$ cat config.mk
export PLATFORM = sky130hd
export DESIGN_NAME = demux_1_8
export DESIGN_NICKNAME = d
export VERILOG_FILES = /design/src/rtl/demux_1_8.sv
export SDC_FILE = /design/constraint.sdc
export NUM_CORES = 1
export LEC_CHECK = 0
export BUFFER_PORTS_ARGS = -buffer_cell sky130_fd_sc_hd__buf_2
export CAP_MARGIN = 30
export CELL_PAD_IN_SITES_DETAIL_PLACEMENT = 1
export CELL_PAD_IN_SITES_GLOBAL_PLACEMENT = 1
export CORE_ASPECT_RATIO = 1.4
export CORE_MARGIN = 2
export CORE_UTILIZATION = 45
export DETAILED_ROUTE_END_ITERATION = 16
export PLACE_DENSITY_LB_ADDON = 0.1
export REMOVE_ABC_BUFFERS = 1
export SYNTH_ARGS = -nofsm -noshare
export SYNTH_HDL_FRONTEND = slang
export SYNTH_SLANG_ARGS = --single-unit
$ cat constraint.sdc
create_clock -name clk -period 3.95 [get_ports clk]
set_input_delay 0.395 -clock clk [delete_from_list [all_inputs] [get_ports clk]]
set_output_delay 0.395 -clock clk [all_outputs]
set_load 0.05 [all_outputs]
$ cat src/rtl/demux_1_8.sv
// Registered 1-to-8 demultiplexer with manual select mode and auto TDM mode.
// Auto mode stages slots 0..6 and publishes the whole frame to Y when slot 7 arrives.
module demux_1_8 #(
    parameter int WIDTH = 1
) (
    input  logic                 clk,
    input  logic                 rst_n,
    input  logic [WIDTH-1:0]     D,
    input  logic                 S0,
    input  logic                 S1,
    input  logic                 S2,
    input  logic                 load,
    input  logic                 auto_mode,
    input  logic                 sync,
    output logic [8*WIDTH-1:0]   Y,
    output logic [2:0]           slot,
    output logic                 frame_valid
);

    logic [8*WIDTH-1:0] y_q, y_d;
    logic [7*WIDTH-1:0] stage_q, stage_d;
    logic [2:0]         slot_q, slot_d;
    logic               fv_q, fv_d;
    logic               mode_q;
    logic [2:0]         sel;
    logic               restart;
    logic [2:0]         fill_slot;

    assign sel = {S2, S1, S0};

    // A mode change or sync abandons the partial frame; stale stage entries are
    // harmless because every slot is rewritten before the next frame completes.
    assign restart   = sync || (auto_mode != mode_q);
    assign fill_slot = restart ? 3'd0 : slot_q;

    always_comb begin
        y_d     = y_q;
        stage_d = stage_q;
        slot_d  = slot_q;
        fv_d    = 1'b0;
        if (!auto_mode) begin
            slot_d = 3'd0;
            if (load) begin
                for (int k = 0; k < 8; k++) begin
                    if (sel == 3'(k)) begin
                        y_d[k*WIDTH +: WIDTH] = D;
                    end
                end
            end
        end else begin
            slot_d = fill_slot;
            if (load) begin
                if (fill_slot == 3'd7) begin
                    y_d    = {D, stage_q};
                    fv_d   = 1'b1;
                    slot_d = 3'd0;
                end else begin
                    for (int k = 0; k < 7; k++) begin
                        if (fill_slot == 3'(k)) begin
                            stage_d[k*WIDTH +: WIDTH] = D;
                        end
                    end
                    slot_d = fill_slot + 3'd1;
                end
            end
        end
    end

    always_ff @(posedge clk or negedge rst_n) begin
        if (!rst_n) begin
            y_q     <= '0;
            stage_q <= '0;
            slot_q  <= 3'd0;
            fv_q    <= 1'b0;
            mode_q  <= 1'b0;
        end else begin
            y_q     <= y_d;
            stage_q <= stage_d;
            slot_q  <= slot_d;
            fv_q    <= fv_d;
            mode_q  <= auto_mode;
        end
    end

    assign Y           = y_q;
    assign slot        = slot_q;
    assign frame_valid = fv_q;

endmodule

Word level (Yosys, flattened, before mapping)
Index checks and enable logic that the tools add are counted.
{"block": "totals", "register_bits": 20, "in_bits": 9, "out_inout_bits": 12}
{"block": "op_classes", "n_addsub": 1, "eq_ne": 16, "muxes": 19, "n_bitwise": 1, "reduce_logical": 26}
{"operator": "2-to-1 mux 8 bit", "count": 4}
{"operator": "AND reduction 4 bit", "count": 7}
{"operator": "equality test 3 bit, second input constant", "count": 8}
{"operator": "AND reduction 3 bit", "count": 8}
{"operator": "nonzero test 2 bit", "count": 8}
{"operator": "equality test 3 x 2 -> 1 bit, second input constant", "count": 4}
{"operator": "2-to-1 mux 3 bit", "count": 4}
{"operator": "2-to-1 mux 1 bit", "count": 11}
{"operator": "equality test 3 x 1 -> 1 bit, second input constant", "count": 2}
{"operator": "logical NOT 3 bit", "count": 2}
{"operator": "adder 3 x 1 -> 3 bit, second input constant", "count": 1}
{"operator": "!= test 2 x 1 -> 1 bit, second input constant", "count": 1}
{"operator": "logical OR 1 bit", "count": 1}
{"operator": "!= test 1 bit", "count": 1}
{"operator": "inverter 1 bit", "count": 1}

Depth between registers and ports, before layout
{"block": "depth", "depth_word": 7, "depth_mapped": 10, "ltp_nobuf": 8}

Worst setup path before layout
Ideal clock, no wire load.
{"block": "synth_timing", "path_type": "input -> register", "startpoint": "input auto_mode", "endpoint": "register stage_q[0]", "setup_ps": 125, "t_arrival_ps": 1999, "slack_ps": 1826, "path_stages": 10, "cell_sequence": "buf_6 -> xnor2_1 -> nand3_1 -> inv_1 -> and2_1 -> ha_1 -> and3b_1 -> buf_2 -> o311ai_1 -> mux2_2"}
{"block": "synth_between", "elab_chain_len": 6, "elab_cells_between_ends": 7, "cone_classes": "2 x eq/ne; 1 x mux; 1 x bitwise; 3 x reduce/logical"}
{"element": "start: declaration", "line_no": "13", "source": "input logic auto_mode,"}
{"element": "!= test 1 bit", "line_no": "33", "source": "assign restart = sync || (auto_mode != mode_q);"}
{"element": "logical OR 1 bit", "line_no": "33"}
{"element": "2-to-1 mux 3 bit", "line_no": "34", "source": "assign fill_slot = restart ? 3'd0 : slot_q;"}
{"element": "equality test 3 bit", "line_no": "53", "source": "if (fill_slot == 3'd7) begin"}
{"element": "inverter 1 bit (no source line)"}
{"element": "AND reduction 4 bit (no source line) *"}
{"element": "end signal: assignment", "line_no": "78", "source": "stage_q <= stage_d;"}
{"element": "end: declaration", "line_no": "21", "source": "logic [7*WIDTH-1:0] stage_q, stage_d;"}
Every way passes the cells marked *; elsewhere a longest branch is shown, timed or not.
A chain may end at the register's enable or synchronous reset.

Worst setup path in the final report
{"block": "layout_timing", "startpoint": "input auto_mode", "endpoint": "register y_q[0] (netlist: Y[0])"}
{"block": "layout_between", "elab_chain_len": 6, "elab_cells_between_ends": 8, "cone_classes": "3 x eq/ne; 2 x mux; 3 x reduce/logical"}
{"element": "!= test 1 bit", "line_no": "33"}
{"element": "logical OR 1 bit", "line_no": "33"}
{"element": "2-to-1 mux 3 bit", "line_no": "34"}
{"element": "equality test 3 bit", "line_no": "53"}
{"element": "!= test 2 x 1 -> 1 bit (no source line)"}
{"element": "AND reduction 3 bit (no source line)"}
{"element": "end signal: assignment", "line_no": "77", "source": "y_q <= y_d;"}
{"element": "end: declaration", "line_no": "20", "source": "logic [8*WIDTH-1:0] y_q, y_d;"}
Parallel ways exist; a longest one is shown, timed or not.

==> run_results.csv <==
group,metric,value,unit
worst_setup_path,critPathMaxFanout,25,
synthesis,yosys_warnings,0,
sta,fin_skew,0.00503,ns
placed_design,dp.cells,142,
sta,fmax,450,MHz
run_status,outcome,"finished clean",
synthesis,seq_area_frac_synth,0.453,
routing,drt_drc_violations_left,0,
clock_network,cts_buffers,3,
clock_network,clk_pin_slew_worst_paths,0.10,ns
synthesis,synth.avg_cell_area,10.6,µm²
power,p_leak,0.631,nW
clock_network,cts_tree,"done",
clock_network,clk_root_buffer_cell,"clkbuf_4",
sta,final.min_clock_period,2.22,ns
floorplanning,fp-row-count,21,
placed_design,gp_congestion,0.718,
sta,fin_setup_tns,0,ns
worst_setup_path,worst_path_largest_cell_delay,0.36,ns
sta,tightest_slew,0.460,ns
power,powerDensity,378,nW/µm²
global_routing,grt_pass1_vias,894,
placed_design,port_buffers,20,
floorplanning,core_area,2360,µm²
global_routing,grt-ovfl-total,0,
global_routing,grt_start_max_net_pins,26,
floorplanning,die_h,62.6,µm
clock_network,cts.repair.resized,0,
sta,hold_viol_final,0,
cells_and_area,final_cells,145,
cells_and_area,nNetsFinal,137,
floorplanning,io_pins,21,
clock_network,cts_setup_buffers,0,
routing,antenna_left,0,
floorplanning,fp.dieArea,2870,µm²
sta,relSlewSlack,0.694,
synthesis,synth_area,1100,µm²
worst_setup_path,worstSetupPathType,"in2reg",
synthesis,postSynthCellCount,104,
synthesis,ys_types,30,
sta,finalMaxSlewViolations,0,
min_path,hold_path.class,"in2async",
worst_setup_path,crit_path_start_kind,"primary input",
worst_setup_path,cp.arrival,2.40,ns
global_routing,grt_usage,0.195,
worst_setup_path,slowest_stage,"mux2_2",
routing,num_vias,837,
worst_setup_path,worstPathRequired,4.13,ns
cells_and_area,drive_gt1_frac,0.303,
global_routing,antenna_found_initial,0,
clock_network,h-tree-depth,1,
worst_setup_path,worstPathCellList,"buf_2 -> xnor2_1 -> nand3_1 -> inv_1 -> and2_1 -> ha_1 -> and2_0 -> o21ai_0 -> mux2_2",
sta,rsz0062_at_grt,"no",
routing,post_drt_wl_per_cell,15.9,µm
clock_network,clk_latency,0.29,ns
worst_setup_path,rr_worst_depth,8,
worst_setup_path,crit_path_end_kind,"flip-flop",
sta,setup_viol,0,
job,drv_cap,0,
clock_network,cts.sink_count,20,
cells_and_area,area_growth,10.9,%
cells_and_area,diodes,0,
routing,wl,2.31,mm
routing,drtIter0Drc,6,
clock_network,ctsHoldBuffers,0,
routing,via_per_inst,5.77,
power,peakVddDrop,0.132,mV
global_routing,grt_pass1_wl,4.10,mm
clock_network,clock_path_buffers,2,
synthesis,ys_ff_latch,20,
floorplanning,die-width,45.9,µm
sta,period_share,0.562,
routing,first_pass_iters,3,
floorplanning,start_util,0.467,
placed_design,dp_hpwl,1.80,mm
==> cell usage in the layout (no fill, tap or decap) <==
master and count:
o21ai_1 6, buf_2 20, and3_1 2, xor2_1 1, o21ai_0 3, mux2_2 12
mux2i_1 1, ha_1 4, and2_0 1, nor4bb_1 1, nor4_1 1, clkbuf_4 3
mux2_1 3, and4b_1 1, nor4b_1 3, inv_1 4, and4bb_2 2, or2b_1 1
nand3b_1 2, xnor2_1 1, nand2_1 16, dfrtp_1 20, and2_1 1, o22ai_1 1
nand3_1 6, nand2b_1 1, and3b_1 2, nor2_1 1, o311ai_1 2
==> synthesized netlist by cell type (all sizes together) <==
cell    number  area, µm²
clkbuf       1       5.00
mux2i        1       10.0
nor2         1       3.75
o21ai        9       45.0
nor4bb       1       10.0
dfrtp       20        500
nand3b       2       15.0
ha           4       50.1
o22ai        1       6.26
nand2b       1       6.26
nand3        6       30.0
and4b        1       10.0
inv          4       15.0
xor2         1       8.76
nand2       16       60.1
and4bb       2       25.0
xnor2        1       8.76
nor4         1       6.26
mux2        15        169
and2         2       12.5
and3         2       12.5
and3b        2       17.5
nor4b        3       26.3
or2b         1       7.51
o311ai       2       17.5
buf          4       26.3
==> sequential cells by signal, indices dropped and copies added (netlist names) <==
signal / flops
slot: 3
stage_q: 7
frame_valid: 1
mode_q: 1
Y: 8
==> per-layer routing <==
layer,part of all wire,vias up,global-route usage
li1,-,406,-
met2,0.56,18,0.326
met3,0.041,4,0.0434
met1,0.39,409,0.224
met4,0.016,0,0.0857
met5,0,-,0
==> report_power, final <==
group          switching [W]  internal, W  total [W]
clock network      0.0000561    0.0000354  0.0000915
logic              0.0000972    0.0000372   0.000134
registers          0.0000103     0.000227   0.000237
total               0.000164     0.000299   0.000463
==> logic make-up (layout without fill, tap and decap cells) <==
family	after synthesis	after routing	synth area share
AOI/OAI and AO/OA	12	12	0.0623
xor gates and xnor gates	2	2	0.0159
adders and majority gates	4	4	0.0453
buffers and inverters	9	27	0.0419
DFF	20	20	0.453
muxes	16	16	0.162
and+or+nand+nor	41	41	0.220
==> critical path, delay by kind of cell <==
family,cells,cell delay [ns]
xor+xnor,1,0.16
mux,1,0.36
fa+ha+maj,1,0.20
compound gates,1,0.25
buf+inv,2,0.42
simple gates,3,0.60
==> area by class of cell <==
type | instances | area, µm²
Multi-Input combinational cell | 75 | 558
Sequential cell | 20 | 500
Inverter | 4 | 15.0
Clock buffer | 3 | 22.5
Tap cell | 23 | 28.8
Timing Repair Buffer | 20 | 100
Fill cell | 293 | 1140
==> per-stage QoR <==
stage | worst slack (ns) | power [W] | cell area, µm² | utilization | hold WS [ns]
global placement | 1.50 | 0.000374 | 1200 | 0.508 | 0.369
detailed placement | 1.38 | 0.000378 | 1200 | 0.508 | 0.380
floorplan | 1.89 | 0.000335 | 1070 | - | 0.0994
CTS | 1.71 | 0.000473 | 1220 | 0.518 | 0.0453
finish | 1.73 | 0.000463 | 1220 | 0.518 | 0.0415
global route | 1.50 | 0.000493 | 1220 | 0.518 | 0.0534
==> final timing paths <==
kind	slack, ns	start	to
hold reg to reg	0.49	Y[1]	Y[1]
max in group asynchronous	3.59	rst_n	Y[0]
min in group clk	0.43	auto_mode	mode_q
setup reg to reg	1.73	mode_q	Y[4]
setup / recovery	1.73	auto_mode	Y[0]
hold / removal	0.04	rst_n	slot[0]
Power figures use the tool's default switching activity.
